File: config.mk
export PLATFORM = sky130hd
export DESIGN_NAME = mole_rand_sel
export DESIGN_NICKNAME = d
export VERILOG_FILES = /design/src/rtl/mole_rand_sel.sv
export SDC_FILE = /design/constraint.sdc
export NUM_CORES = 1
export LEC_CHECK = 0
export BUFFER_PORTS_ARGS = -buffer_cell sky130_fd_sc_hd__buf_2
export CAP_MARGIN = 10
export CELL_PAD_IN_SITES_DETAIL_PLACEMENT = 1
export CELL_PAD_IN_SITES_GLOBAL_PLACEMENT = 1
export CORE_ASPECT_RATIO = 0.5
export CORE_MARGIN = 2
export CORE_UTILIZATION = 43
export DETAILED_ROUTE_END_ITERATION = 16
export GPL_TIMING_DRIVEN = 0
export HOLD_SLACK_MARGIN = 0.05
export PLACE_DENSITY_LB_ADDON = 0.1
export RECOVER_POWER = 50
export SLEW_MARGIN = 15
export SYNTH_ARGS = -nofsm -noshare
export SYNTH_HDL_FRONTEND = slang
export SYNTH_SLANG_ARGS = --single-unit
File: constraint.sdc
create_clock -name clk -period 8.3 [get_ports clk]
set_clock_uncertainty 0.05 [all_clocks]
set_input_delay 0.83 -clock clk [delete_from_list [all_inputs] [get_ports clk]]
set_output_delay 0.83 -clock clk [all_outputs]
set_load 0.01 [all_outputs]
File: src/rtl/mole_rand_sel.sv
// Pseudo-random hole selector: Galois LFSR, rejection-sampled range mapping,
// optional no-immediate-repeat, and a bounded-retry fallback counter.
module mole_rand_sel #(
  parameter int                WIDTH     = 5,
  parameter int                LFSR_W    = 16,
  parameter logic [LFSR_W-1:0] TAPS      = 16'hB400,
  parameter logic [LFSR_W-1:0] SEED      = 16'hACE1,
  parameter int                RANGE_MIN = 1,
  parameter int                RANGE_MAX = 30,
  parameter int                NO_REPEAT = 1,
  parameter int                MAX_TRIES = 8
) (
  input  logic              clk,
  input  logic              rst,
  input  logic              en,
  input  logic              seed_load,
  input  logic [LFSR_W-1:0] seed_in,
  input  logic              req,
  output logic              busy,
  output logic              rand_valid,
  output logic [WIDTH-1:0]  rand_out,
  output logic [LFSR_W-1:0] lfsr_q
);

  localparam int                TRY_W     = $clog2(MAX_TRIES + 1);
  localparam logic [WIDTH-1:0]  MIN_W     = WIDTH'(RANGE_MIN);
  localparam logic [WIDTH-1:0]  MAX_W     = WIDTH'(RANGE_MAX);
  localparam logic [WIDTH-1:0]  SPAN_W    = MAX_W - MIN_W;
  localparam logic [WIDTH-1:0]  ONE_W     = {{(WIDTH-1){1'b0}}, 1'b1};
  localparam logic [TRY_W-1:0]  TRY_LIM   = TRY_W'(MAX_TRIES);
  localparam logic [TRY_W-1:0]  TRY_ONE   = {{(TRY_W-1){1'b0}}, 1'b1};
  localparam logic [TRY_W-1:0]  TRY_ZERO  = {TRY_W{1'b0}};
  localparam logic [LFSR_W-1:0] LFSR_ZERO = {LFSR_W{1'b0}};
  localparam logic              NR        = (NO_REPEAT != 0);

  typedef enum logic [0:0] {
    ST_IDLE   = 1'b0,
    ST_SEARCH = 1'b1
  } state_t;

  function automatic logic [LFSR_W-1:0] lfsr_step(input logic [LFSR_W-1:0] q);
    logic [LFSR_W-1:0] sh;
    sh = {1'b0, q[LFSR_W-1:1]};
    if (q[0]) begin
      lfsr_step = sh ^ TAPS;
    end else begin
      lfsr_step = sh;
    end
  endfunction

  function automatic logic [WIDTH-1:0] fb_inc(input logic [WIDTH-1:0] v);
    if (v == MAX_W) begin
      fb_inc = MIN_W;
    end else begin
      fb_inc = v + ONE_W;
    end
  endfunction

  state_t            state_r, state_s;
  logic [LFSR_W-1:0] lfsr_r, lfsr_s;
  logic [TRY_W-1:0]  try_r, try_s;
  logic [WIDTH-1:0]  fb_r, fb_s;
  logic [WIDTH-1:0]  rand_out_r, rand_out_s;
  logic              rand_valid_r, rand_valid_s;
  logic              last_valid_r, last_valid_s;
  logic              busy_r, busy_s;

  logic [WIDTH-1:0]  cand_s;
  logic [WIDTH-1:0]  cand_off_s;
  logic              in_range_s;
  logic              repeat_s;
  logic              accept_s;
  logic              tries_done_s;
  logic              search_act_s;
  logic              emit_fb_s;
  logic              emit_rand_s;
  logic              emit_s;
  logic              fb_hit_s;
  logic [WIDTH-1:0]  fb_val_s;

  // Offset-from-minimum compare: one unsigned test covers both range bounds.
  assign cand_s       = lfsr_r[WIDTH-1:0];
  assign cand_off_s   = cand_s - MIN_W;
  assign in_range_s   = (cand_off_s <= SPAN_W);
  assign repeat_s     = NR && last_valid_r && (cand_s == rand_out_r);
  assign accept_s     = in_range_s && !repeat_s;
  assign tries_done_s = (try_r >= TRY_LIM);
  assign search_act_s = (state_r == ST_SEARCH) && en && !seed_load;
  assign emit_fb_s    = search_act_s && tries_done_s;
  assign emit_rand_s  = search_act_s && !tries_done_s && accept_s;
  assign emit_s       = emit_fb_s || emit_rand_s;
  assign fb_hit_s     = NR && (fb_r == rand_out_r);
  assign fb_val_s     = fb_hit_s ? fb_inc(fb_r) : fb_r;

  // State register.
  always_ff @(posedge clk) begin
    if (rst) begin
      state_r <= ST_IDLE;
    end else begin
      state_r <= state_s;
    end
  end

  // Next-state logic; a seed load always returns to IDLE.
  always_comb begin
    state_s = state_r;
    case (state_r)
      ST_IDLE: begin
        if (seed_load) begin
          state_s = ST_IDLE;
        end else if (req) begin
          state_s = ST_SEARCH;
        end else begin
          state_s = ST_IDLE;
        end
      end
      ST_SEARCH: begin
        if (seed_load || emit_s) begin
          state_s = ST_IDLE;
        end else begin
          state_s = ST_SEARCH;
        end
      end
      default: state_s = ST_IDLE;
    endcase
  end

  // Output and datapath next values; the LFSR runs in every state.
  always_comb begin
    lfsr_s       = lfsr_r;
    try_s        = try_r;
    fb_s         = fb_r;
    rand_out_s   = rand_out_r;
    rand_valid_s = 1'b0;
    last_valid_s = last_valid_r;
    busy_s       = 1'b0;

    if (seed_load) begin
      if (seed_in == LFSR_ZERO) begin
        lfsr_s = SEED;
      end else begin
        lfsr_s = seed_in;
      end
    end else if (en) begin
      lfsr_s = lfsr_step(lfsr_r);
    end else begin
      lfsr_s = lfsr_r;
    end

    if (seed_load) begin
      try_s = TRY_ZERO;
    end else if ((state_r == ST_IDLE) && req) begin
      try_s = TRY_ZERO;
    end else if (search_act_s && !tries_done_s && !accept_s) begin
      try_s = try_r + TRY_ONE;
    end else begin
      try_s = try_r;
    end

    // The fallback counter moves past whatever value actually went out.
    if (emit_fb_s) begin
      rand_out_s = fb_val_s;
      fb_s       = fb_inc(fb_val_s);
    end else if (emit_rand_s) begin
      rand_out_s = cand_s;
      fb_s       = fb_inc(fb_r);
    end else begin
      rand_out_s = rand_out_r;
      fb_s       = fb_r;
    end

    rand_valid_s = emit_s;
    last_valid_s = emit_s || last_valid_r;
    busy_s       = (state_s == ST_SEARCH);
  end

  // Datapath and output registers.
  always_ff @(posedge clk) begin
    if (rst) begin
      lfsr_r       <= SEED;
      try_r        <= TRY_ZERO;
      fb_r         <= MIN_W;
      rand_out_r   <= {WIDTH{1'b0}};
      rand_valid_r <= 1'b0;
      last_valid_r <= 1'b0;
      busy_r       <= 1'b0;
    end else begin
      lfsr_r       <= lfsr_s;
      try_r        <= try_s;
      fb_r         <= fb_s;
      rand_out_r   <= rand_out_s;
      rand_valid_r <= rand_valid_s;
      last_valid_r <= last_valid_s;
      busy_r       <= busy_s;
    end
  end

  assign busy       = busy_r;
  assign rand_valid = rand_valid_r;
  assign rand_out   = rand_out_r;
  assign lfsr_q     = lfsr_r;

endmodule

# == After elaboration in Yosys (flattened, before gate mapping) ==
# Index checks and enable logic that the tools add are counted.
# totals
register_bits,33
input_bits,21
out_inout_bits,23
wordCells,54
# classes
addsub,4
n_lt_le_gt_ge,2
eq_ne,4
muxes,15
n_bitwise,2
reduce_logical,20
# ops
op,count
two-way mux 16 bit,4
two-way mux 5 bit,7
zero test 16 bit,1
"adder 5 x 1 -> 5 bit, second input constant",2
equality test 5 bit,2
"equality test 5 bit, second input constant",2
logical AND 1 bit,9
"<= comparator 5 bit, second input constant",1
"subtractor 5 x 1 -> 5 bit, second input constant",1
"adder 4 x 1 -> 4 bit, second input constant",1
"greater-or-equal comparator 4 bit, second input constant",1
zero test 1 bit,4
inverter 3 -> 4 bit,1
nonzero test 2 bit,2
logical OR 1 bit,3
two-way mux 1 bit,3
OR reduction 3 bit,1
case mux 1 bit (2 select lines),1
inverter 1 bit,1

# == Depth between registers and ports, before layout ==
# Gate-level depths: netlist of the first run.
# logic_depth
depth_word,9
ltp_mapped,13

# == Least setup slack after synthesis of the first run ==
# Ideal clock, no wire load.
# synth_timing
path_kind,reg2reg
startpoint,register fb_r[0]
endpoint,register fb_r[3]
setup_ns,0.129
arrival_time_ns,2.430
required_ns,8.121
path_slack_ns,5.691
path_stages_with_launch,12
n_path_buf,0
period_less_slack_ns,2.609
cell_sequence,dfxtp_1 inv_1 ha_1 or4_4 and2_4 inv_1 ha_1 o21ai_0 a21oi_1 o21ai_1 a211oi_1 o32ai_1
# synth_between
elab_chain_cells,6
elab_cells_between_ends,10
classes_between,add/sub: 2; eq/ne: 3; mux: 5
# synth_rtl
element,line,text
"start, declared",62,"logic [WIDTH-1:0] fb_r, fb_s;"
"start signal, assigned",190,fb_r <= fb_s;
adder 5 x 1 -> 5 bit or equality test 5 bit (tied branches),"55, 52",
two-way mux 5 bit,52,if (v == MAX_W) begin
two-way mux 5 bit,93,assign fb_val_s = fb_hit_s ? fb_inc(fb_r) : fb_r;
adder 5 x 1 -> 5 bit or equality test 5 bit (tied branches),"55, 52",
two-way mux 5 bit,52,
two-way mux 5 bit *,161,if (emit_fb_s) begin
# Every way passes the cells marked *; elsewhere a longest branch is shown, timed or not. The select of a mux whose other input is x is not followed.
# A chain may end at the register's enable or synchronous reset.

# == Worst setup path in the final report of the first run ==
# Ends and elaborated chain as after synthesis.

==> results of run 1 <==
==> per-stage QoR <==
stage               cell area [µm²]  util (%)  hold WS (ns)
floorplan                      2108         -        0.3899
global placement               2401     52.75        0.4018
detailed placement             2401     52.75        0.4281
CTS                            2481     54.51        0.4451
global route                   2451     53.85        0.4567
finish                         2451     53.85        0.4347
==> cell families after synthesis <==
group           share of synthesized area (%)
fa+ha+maj                               4.748
compound gates                          20.48
buf+inv                                 6.113
simple gates                            22.61
flops                                   31.34
xor+xnor                                7.775
mux                                     6.944
==> how the worst min path moves through the flow <==
stage	startpoint	end
final	last_valid_r	last_valid_r
after detailed placement	last_valid_r	last_valid_r
after global placement	last_valid_r	last_valid_r
after CTS	last_valid_r	last_valid_r
after global routing	last_valid_r	last_valid_r
after floorplan	last_valid_r	last_valid_r
==> where the power goes <==
part | leakage [µW] | total, µW | internal, µW | switching [µW]
Combinational | 0.000613 | 60.7 | 25.3 | 35.4
Sequential | 0.000270 | 171 | 165 | 6.39
Clock | 0.0000395 | 118 | 59.6 | 58.3
==> critical path, cell delays in order, from the launching register on <==
cell	delay, ns
dfxtp_1	0.46
inv_1	0.13
ha_1	0.33
or4_4	0.55
and2_4	0.19
inv_1	0.08
ha_1	0.18
o21ai_0	0.09
a21oi_1	0.32
o21ai_1	0.13
a211oi_1	0.25
o32ai_1	0.12
==> cell usage after synthesis, types with 6 or more instances <==
master and count:
xor2_1 6, o211ai_1 6, nand2_1 14, buf_2 7, o22ai_1 8, clkbuf_1 7
dfxtp_1 33, nand2b_1 11, o21ai_0 11, nor2_1 40, nor4_1 6, a211oi_1 7
mux2i_1 9, ha_1 8, inv_1 11, xnor2_1 9, a21oi_1 24
==> registers in the layout, indices dropped and copies added (netlist names) <==
name          flops
rand_valid        1
last_valid_r      1
try_r             4
rand_out          5
busy              1
lfsr_q           16
fb_r              5
==> final cells by class <==
cell class              count  area, µm²
fillers                   611       2101
multi-input cells         202       1319
flip-flops and latches     33      660.6
repair buffers             42      180.2
plain buffers              18      87.58
well taps                  66      82.58
clock buffers               8      80.08
inverters                  11      41.29
==> layer usage <==
metal | part of all wire [%] | global-route usage [%] | vias to the layer above | routed length, µm
met5 | 0 | 0 | - | 0
li1 | - | - | 1031 | -
met1 | 47 | 31.40 | 1017 | 2874
met4 | 0.92 | 7.237 | 0 | 57
met3 | 4.7 | 4.624 | 10 | 289
met2 | 48 | 43.29 | 53 | 2947
==> qor.txt, run 1 <==
run status: finished, final reports clean
Final HPWL DP: 4741 µm
DRT Pass-1 Iters: 4
Mean Syn Cell Area: 7.986 µm²
final WL: 6170 µm
initial antenna violation count: 0
Max Clk Rate: 333.0 MHz
global-route usage over all layers: 24.67%
Synth Register Bits: 33
Die Width: 103.0 µm
Diodes inserted: 0
Power Dens Cells: 142.7 nW/µm²
Post-CTS Hold Fix Bufs: 0
post-CTS sizing: 0
CTS Buffer Depth: 2
area leader, netlist: dfxtp_1
HP Class: flop to flop
Final nets: 342
Required @ worst endpoint: 8.42 ns
number of clock sinks: 33
minimum clock period after layout: 3.003 ns
Post-Layout Cell Count: 380
Routed Antenna Nets: 0
Least-Margin Pin Slew: 0.6565 ns
RR Endpoint: fb_r[3]
worst reg2reg setup slack: 5.30 ns
DP Worst Slack: 5.344 ns
syn_nets: 293
Rows: 17
post-route setup slack: 5.297 ns
Worst IR Drop VDD: 0.09246 mV
Async S/R FF share, synth: 0%
number of DRC markers in iteration 0: 57
final-report hold violation count: 0
I/O Pins: 44
final worst path period share: 36.18%
crit path DAT: 3.12 ns
commonest non-fill, non-tap cell in the layout: nor2_1
TNS Setup: 0 ns
most frequent cells in the layout: nor2_1, clkbuf_1, dfxtp_1
Critical Path Start: fb_r[0]
TritonCTS Buffers: 5
area share of the largest cell type after synthesis: 31.34%
Worst Setup End Kind: flop
yosys warns: 0
Initial Util: 46.32%
RR Startpoint: fb_r[0]
Routed WL per cell: 16.24 µm
startpoint types: flop
clk_lat worst skew: 0.29 ns
Layout area overhead: 16.26%
worst setup path endpoint: fb_r[3]
largest net degree at the start of global routing: 11
clock root buffer: clkbuf_8
share of cells above drive strength 1: 15.29%
Die ar.: 5513 µm²
Die H: 53.51 µm
Crit Path Class: flop to flop
final RePlAce weighted congestion: 0.8718
register clock-pin slew on the reported worst setup and hold paths: 0.07 ns
vias in the first global route: 2143
top cells by area in the synthesized netlist: dfxtp_1, nor2_1, a21oi_1
Cell variety after synth: 47
gr ovfl total: 0
routed via count: 2111
Vias/cell: 5.555
Syn Inst Count: 264
maxcap violations: 0
number of remaining DRC errors: 0
Post-CTS Setup Inserts: 0
worst-path fanout max: 7
number of flops mapped to enable cells by yosys: 0
Hold Path Cell Cnt: 2
R2R cell count: 11
Most used DFF post-synth: dfxtp_1
sequential area share after synthesis: 31.34%
placed cell count: 372
CTS tree: yes
final setup fails: 0
Cell Area, Synth: 2108 µm²
Slew Viols, Final: 0
H-Tree Level Count: 2
leakage power: 0.0009228 µW
Slew HR: 56.23%
total power: 349.8 µW
IO Port Bufs: 42
first-pass GRT wire length: 10230 µm
RSZ-0062 raised after global routing: false
core area: 4552 µm²
No activity file was read; power rests on OpenSTA's default activity.
==> run 2: changes to the inputs <==
--- a/config.mk
+++ b/config.mk
@@ -11,7 +11,7 @@
 export CELL_PAD_IN_SITES_GLOBAL_PLACEMENT = 1
 export CORE_ASPECT_RATIO = 0.5
 export CORE_MARGIN = 2
-export CORE_UTILIZATION = 43
+export CORE_UTILIZATION = 36
 export DETAILED_ROUTE_END_ITERATION = 16
 export GPL_TIMING_DRIVEN = 0
 export HOLD_SLACK_MARGIN = 0.05
==> constraint.sdc (replaced) <==
create_clock -name clk -period 2.74 [get_ports clk]
set_clock_uncertainty 0.05 [all_clocks]
set_input_delay 0.274 -clock clk [delete_from_list [all_inputs] [get_ports clk]]
set_output_delay 0.274 -clock clk [all_outputs]
set_load 0.01 [all_outputs]
==> run 2 against run 1 <==
Effect of this change:
- count of clock-buffer cells in the layout unchanged
- first-iteration DRC count increased by 79%
- die area increased by 18%
- clock power increased to 4.5 times the previous value
- worst setup slack got worse by 5.3 ns
- critical endpoint unchanged
- largest power group is now the clock network
- highest routed layer unchanged
==> qor.txt, run 2 (same netlist as run 1, synthesis figures left out) <==
run status: finished, final reports clean (unchanged)
final-report hold violation count: 0 (unchanged)
minimum clock period after layout: 2.713 ns (was 3.003 ns)
Slew Viols, Final: 0 (unchanged)
Routed Antenna Nets: 0 (unchanged)
placed cell count: 379 (was 372)
startpoint types: flop (unchanged)
share of cells above drive strength 1: 24.69% (was 15.29%)
Initial Util: 37.90% (was 46.32%)
core area: 5563 µm² (was 4552 µm²)
Hold Path Cell Cnt: 3 (was 2)
gr ovfl total: 0 (unchanged)
Diodes inserted: 0 (unchanged)
most frequent cells in the layout: nor2_1, clkbuf_1, buf_2 (was nor2_1, clkbuf_1, dfxtp_1)
initial antenna violation count: 0 (unchanged)
largest net degree at the start of global routing: 11 (unchanged)
final WL: 6843 µm (was 6170 µm)
hold endpoint: lfsr_q[12] (was last_valid_r)
IO Port Bufs: 42 (unchanged)
Layout area overhead: 27.95% (was 16.26%)
CTS Buffer Depth: 2 (unchanged)
TritonCTS Buffers: 5 (unchanged)
TNS Setup: 0 ns (unchanged)
Power Dens Cells: 462.1 nW/µm² (was 142.7 nW/µm²)
vias in the first global route: 2251 (was 2143)
I/O Pins: 44 (unchanged)
final setup fails: 0 (unchanged)
worst-path fanout max: 6 (was 7)
Required @ worst endpoint: 2.84 ns (was 8.42 ns)
number of clock sinks: 33 (unchanged)
RR Endpoint: fb_r[3] (unchanged)
H-Tree Level Count: 2 (unchanged)
Worst IR Drop VDD: 0.2655 mV (was 0.09246 mV)
Combinational Power Share: 15.9% (was 17.3%)
Worst Setup End Kind: flop (unchanged)
commonest non-fill, non-tap cell in the layout: nor2_1 (unchanged)
crit path DAT: 2.81 ns (was 3.12 ns)
final core occ: 48.49% (was 53.85%)
clock root buffer: clkbuf_16 (was clkbuf_8)
clk_lat worst skew: 0.27 ns (was 0.29 ns)
DRT Pass-1 Iters: 4 (unchanged)
switching power: 325.7 µW (was 100.1 µW)
worst reg2reg setup slack: 0.03 ns (was 5.30 ns)
Post-Layout Cell Count: 397 (was 380)
CTS tree: yes (unchanged)
Clk network pwr share: 42.5% (was 33.7%)
Routed WL per cell: 17.24 µm (was 16.24 µm)
Rows: 19 (was 17)
global-route usage over all layers: 21.08% (was 24.67%)
# fillers: 713 (was 611)
Final HPWL DP: 4783 µm (was 4741 µm)
Seq pwr share: 41.6% (was 49.0%)
Die ar.: 6521 µm² (was 5513 µm²)
register clock-pin slew on the reported worst setup and hold paths: 0.05 ns (was 0.07 ns)
number of remaining DRC errors: 0 (unchanged)
flip-flop count of the largest register after layout: 16 (unchanged)
min-delay src: seed_in[12] (was last_valid_r)
Post-CTS Hold Fix Bufs: 0 (unchanged)
switch share: 26.13% (was 28.62%)
final worst path period share: 99.00% (was 36.18%)
RR Startpoint: fb_r[2] (was fb_r[0])
Int Pwr: 920.8 µW (was 249.7 µW)
Slew HR: 52.68% (was 56.23%)
Least-Margin Pin Slew: 0.7055 ns (was 0.6565 ns)
routed via count: 2215 (was 2111)
number of DRC markers in iteration 0: 102 (was 57)
first-pass GRT wire length: 10930 µm (was 10230 µm)
Die H: 58.11 µm (was 53.51 µm)
Crit Path Class: flop to flop (unchanged)
final RePlAce weighted congestion: 0.8244 (was 0.8718)
maxcap violations: 0 (unchanged)
HP Class: input port to flop (was flop to flop)
leakage power: 0.001042 µW (was 0.0009228 µW)
Vias/cell: 5.579 (was 5.555)
Max Clk Rate: 368.7 MHz (was 333.0 MHz)
R2R cell count: 12 (was 11)
Final nets: 352 (was 342)
Die Width: 112.2 µm (was 103.0 µm)
==> run 2: worst max path at each step <==
stage	start	to
after detailed placement	fb_r[0]	fb_r[3]
after floorplan	fb_r[0]	fb_r[3]
final	fb_r[2]	fb_r[3]
after global routing	fb_r[2]	fb_r[3]
after global placement	fb_r[0]	fb_r[3]
after CTS	fb_r[0]	fb_r[1]
==> run 2: area by class of cell <==
class                      count  area [µm²]  share of cell area (%)
multi-input combinational    202        1406                   52.13
sequential                    33       674.4                   25.00
timing repair buffer          52       260.3                   9.648
clock buffer                   8       136.4                   5.056
tap                           73       91.34                   3.386
buffer                        18       87.58                   3.247
inverter                      11       41.29                   1.531
==> run 2: through the flow <==
stage | hold slack (ns) | total power [µW] | setup slack (ns) | cell area [µm²]
after global placement | 0.4025 | 710.3 | -0.1694 | 2410
after floorplan | 0.3667 | 646.4 | 0.1307 | 2108
after CTS | 0.2095 | 1256 | 0.01712 | 2604
after detailed placement | 0.4362 | 717.5 | -0.2565 | 2410
final | 0.2064 | 1247 | 0.02748 | 2698
after global routing | 0.2224 | 1304 | -0.05372 | 2698
==> run 2: what timing repair did <==
action / 4_1_cts / 5_1_grt
endpoints found under the hold margin: 0 / 0
pin swaps: 3 / 7
gates resized for setup: 11 / 15
setup endpoints to repair: 5 / 5
buffers inserted: 3 / 7
==> run 2: power by group through the flow <==
stage	Clock, µW	Combinational [µW]	Sequential, µW
2_1_floorplan	0	113	533
3_3_place_gp	0	183	527
3_5_place_dp	0	189	528
4_1_cts	543	195	518
5_1_grt	565	217	522
6_report	530	198	519
==> run 2: layer usage <==
metal  global-route usage, %  share of wire [%]  vias to the layer above
li1                        -                  -                     1055
met5                       0                  0                        -
met2                   37.35                 48                       54
met1                   26.58                 46                     1093
met4                   5.749                1.5                        0
met3                   4.498                4.4                       13
==> run 2: critical path: stages (launching register included) <==
cell      delay, ns
dfxtp_1        0.31
buf_6          0.13
xnor2_4        0.18
nand4_4        0.13
or4_4          0.57
and2_4         0.19
inv_2          0.06
ha_2           0.19
o21ai_2        0.07
a21oi_4        0.19
o21ai_1        0.10
a211oi_1       0.30
o32ai_1        0.11
==> run 3: changes to the inputs <==
--- a/config.mk
+++ b/config.mk
@@ -5,13 +5,14 @@
 export SDC_FILE = /design/constraint.sdc
 export NUM_CORES = 1
 export LEC_CHECK = 0
+export ABC_AREA = 1
 export BUFFER_PORTS_ARGS = -buffer_cell sky130_fd_sc_hd__buf_2
 export CAP_MARGIN = 10
 export CELL_PAD_IN_SITES_DETAIL_PLACEMENT = 1
 export CELL_PAD_IN_SITES_GLOBAL_PLACEMENT = 1
 export CORE_ASPECT_RATIO = 0.5
 export CORE_MARGIN = 2
-export CORE_UTILIZATION = 36
+export CORE_UTILIZATION = 35
 export DETAILED_ROUTE_END_ITERATION = 16
 export GPL_TIMING_DRIVEN = 0
 export HOLD_SLACK_MARGIN = 0.05
==> run 3 against run 2 <==
Effect of this change:
- register-to-register slack gained 0.44 ns
- via count up 6.9%
- utilization down 4.3 points
- area after synthesis increased by 7.7%
- critical path type unchanged
- critical endpoint is now fb_r[4]
==> qor.txt, run 3 <==
run status: finished, final reports clean (unchanged)
startpoint types: flop (unchanged)
switching power: 384.4 µW (was 325.7 µW)
Seq pwr share: 37.9% (was 41.6%)
top cells by area in the synthesized netlist: dfxtp_1, nand2_1, nor2_1 (was dfxtp_1, nor2_1, a21oi_1)
clk_lat worst skew: 0.28 ns (was 0.27 ns)
Max Clk Rate: 439.8 MHz (was 368.7 MHz)
RSZ-0062 raised after global routing: false
number of DRC markers in iteration 0: 93 (was 102)
most frequent cell after synthesis: nand2_1 (was nor2_1)
most frequent cells in the layout: nand2_1, nor2_1, dfxtp_1 (was nor2_1, clkbuf_1, buf_2)
Final HPWL DP: 5490 µm (was 4783 µm)
Int Pwr: 1007 µW (was 920.8 µW)
Most used DFF post-synth: dfxtp_1 (unchanged)
crit path DAT: 2.44 ns (was 2.81 ns)
Die H: 60.96 µm (was 58.11 µm)
TNS Setup: 0 ns (unchanged)
vias in the first global route: 2344 (was 2251)
Synth top cells by count: nand2_1, nor2_1, dfxtp_1, inv_1, o21ai_0 (was nor2_1, dfxtp_1, a21oi_1, nand2_1)
Worst IR Drop VDD: 0.2400 mV (was 0.2655 mV)
Routed WL per cell: 14.81 µm (was 17.24 µm)
global-route usage over all layers: 20.20% (was 21.08%)
Post-CTS Setup Inserts: 0 (was 3)
share of cells above drive strength 1: 18.02% (was 24.69%)
number of clock sinks: 33 (unchanged)
final RePlAce weighted congestion: 0.8056 (was 0.8244)
number of flops mapped to enable cells by yosys: 0 (unchanged)
Initial Util: 36.89% (was 37.90%)
flip-flop count of the largest register after layout: 16 (unchanged)
Power Dens Cells: 511.4 nW/µm² (was 462.1 nW/µm²)
Cell Area, Synth: 2271 µm² (was 2108 µm²)
Routed Antenna Nets: 0 (unchanged)
Syn Inst Count: 334 (was 264)
largest net degree at the start of global routing: 13 (was 11)
initial antenna violation count: 0 (unchanged)
commonest non-fill, non-tap cell in the layout: nand2_1 (was nor2_1)
post-route setup slack: 0.4664 ns (was 0.02748 ns)
Cell variety after synth: 33 (was 47)
Clk network pwr share: 46.9% (was 42.5%)
Rows: 20 (was 19)
CTS Buffer Depth: 2 (unchanged)
final WL: 6977 µm (was 6843 µm)
gr ovfl total: 0 (unchanged)
Mean Syn Cell Area: 6.799 µm² (was 7.986 µm²)
Layout area overhead: 19.83% (was 27.95%)
final core occ: 44.21% (was 48.49%)
leakage power: 0.001180 µW (was 0.001042 µW)
worst-path fanout max: 7 (was 6)
Die ar.: 7188 µm² (was 6521 µm²)
I/O Pins: 44 (unchanged)
Synth Register Bits: 33 (unchanged)
HP Class: input port to flop (unchanged)
clock root buffer: clkbuf_16 (unchanged)
IO Port Bufs: 41 (was 42)
first-pass GRT wire length: 11360 µm (was 10930 µm)
H-Tree Level Count: 2 (unchanged)
CTS tree: yes (unchanged)
area share of the largest cell type after synthesis: 29.09% (was 31.34%)
Final nets: 411 (was 352)
Post-CTS Hold Fix Bufs: 0 (unchanged)
Slew HR: 57.92% (was 52.68%)
Least-Margin Pin Slew: 0.6312 ns (was 0.7055 ns)
Worst Setup End Kind: flop (unchanged)
Die Width: 117.9 µm (was 112.2 µm)
routed via count: 2368 (was 2215)
sequential area share after synthesis: 29.09% (was 31.34%)
minimum clock period after layout: 2.274 ns (was 2.713 ns)
final-report hold violation count: 0 (unchanged)
area leader, netlist: dfxtp_1 (unchanged)
yosys warns: 0 (unchanged)
final setup fails: 0 (unchanged)
Combinational Power Share: 15.2% (was 15.9%)
switch share: 27.62% (was 26.13%)
DRT Pass-1 Iters: 4 (unchanged)
Diodes inserted: 0 (unchanged)
Crit Path Class: flop to flop (unchanged)
Vias/cell: 5.028 (was 5.579)
maxcap violations: 0 (unchanged)
DP Worst Slack: 0.4988 ns (was -0.2565 ns)
Async S/R FF share, synth: 0% (unchanged)
final worst path period share: 82.98% (was 99.00%)
Required @ worst endpoint: 2.90 ns (was 2.84 ns)
syn_nets: 363 (was 293)
core area: 6156 µm² (was 5563 µm²)
Slew Viols, Final: 0 (unchanged)
TritonCTS Buffers: 5 (unchanged)
register clock-pin slew on the reported worst setup and hold paths: 0.06 ns (was 0.05 ns)
post-CTS sizing: 0 (was 11)
number of remaining DRC errors: 0 (unchanged)
[run 3: cell count changes after synthesis, moves of 8 or more]
cell,before,now
mux2i_1,9,0
nand3_1,3,19
nand2_1,14,81
inv_1,11,27
o21ai_0,11,26
nand2_2,0,8
inv_2,0,9
nand2b_1,11,0
[run 3: worst max-delay path, stage by stage, from the launching register on]
cell	delay, ns
dfxtp_1	0.33
buf_4	0.15
inv_2	0.06
ha_1	0.22
inv_1	0.06
nor2_1	0.04
nor2_1	0.20
nand3_1	0.11
nand2_1	0.21
ha_1	0.25
inv_1	0.06
nor2_1	0.13
nand3_1	0.09
nand2_1	0.06
nand2_1	0.06
a21oi_2	0.12
[run 3: path summary, 6_finish.rpt]
check,startpoint,to,slack (ns),cells past startpoint
hold / removal,seed_in[13],lfsr_q[13],0.20,3
hold reg to reg,last_valid_r,last_valid_r,0.42,2
setup reg to reg,fb_r[0],fb_r[4],0.47,15
setup / recovery,fb_r[0],fb_r[4],0.47,15
[run 3: cells by family after synthesis]
family | Yosys count | synth area share, %
DFF | 33 | 29.09
xor gates and xnor gates | 4 | 1.874
and+or+nand+nor | 172 | 37.24
buffers and inverters | 49 | 9.972
AOI/OAI and AO/OA | 68 | 17.41
adders and majority gates | 8 | 4.408
[run 3: layout make-up]
type,instances,area (µm²)
fillers,860,3435
clock buffers,5,125.1
well taps,88,110.1
repair buffers,41,176.4
plain buffers,11,71.32
multi-input cells,252,1384
inverters,38,147.6
clock inverters,3,46.29
flip-flops and latches,33,660.6
[run 3: stage by stage]
stage	power [µW]	hold slack, ns	area, µm²	instances
after CTS	1415	0.1953	2758	471
after global placement	747.5	0.3957	2586	463
after global routing	1453	0.2076	2721	471
after detailed placement	755.6	0.4023	2586	463
final	1392	0.1986	2721	471
after floorplan	673.7	0.3489	2271	334
[run 3: routing by layer]
layer / wire [µm] / global-route usage (%) / vias up
li1: - / - / 1197
met1: 3410 / 25.96 / 1124
met2: 3268 / 36.38 / 43
met3: 265 / 4.135 / 4
met4: 31 / 4.131 / 0
met5: 0 / 0 / -
[run 3: power groups by stage]
stage | Clock, µW | Combinational (µW) | Sequential (µW)
finish | 653 | 211 | 528
CTS | 668 | 219 | 527
floorplan | 0 | 131 | 543
global placement | 0 | 211 | 537
global route | 687 | 235 | 531
detailed placement | 0 | 218 | 538
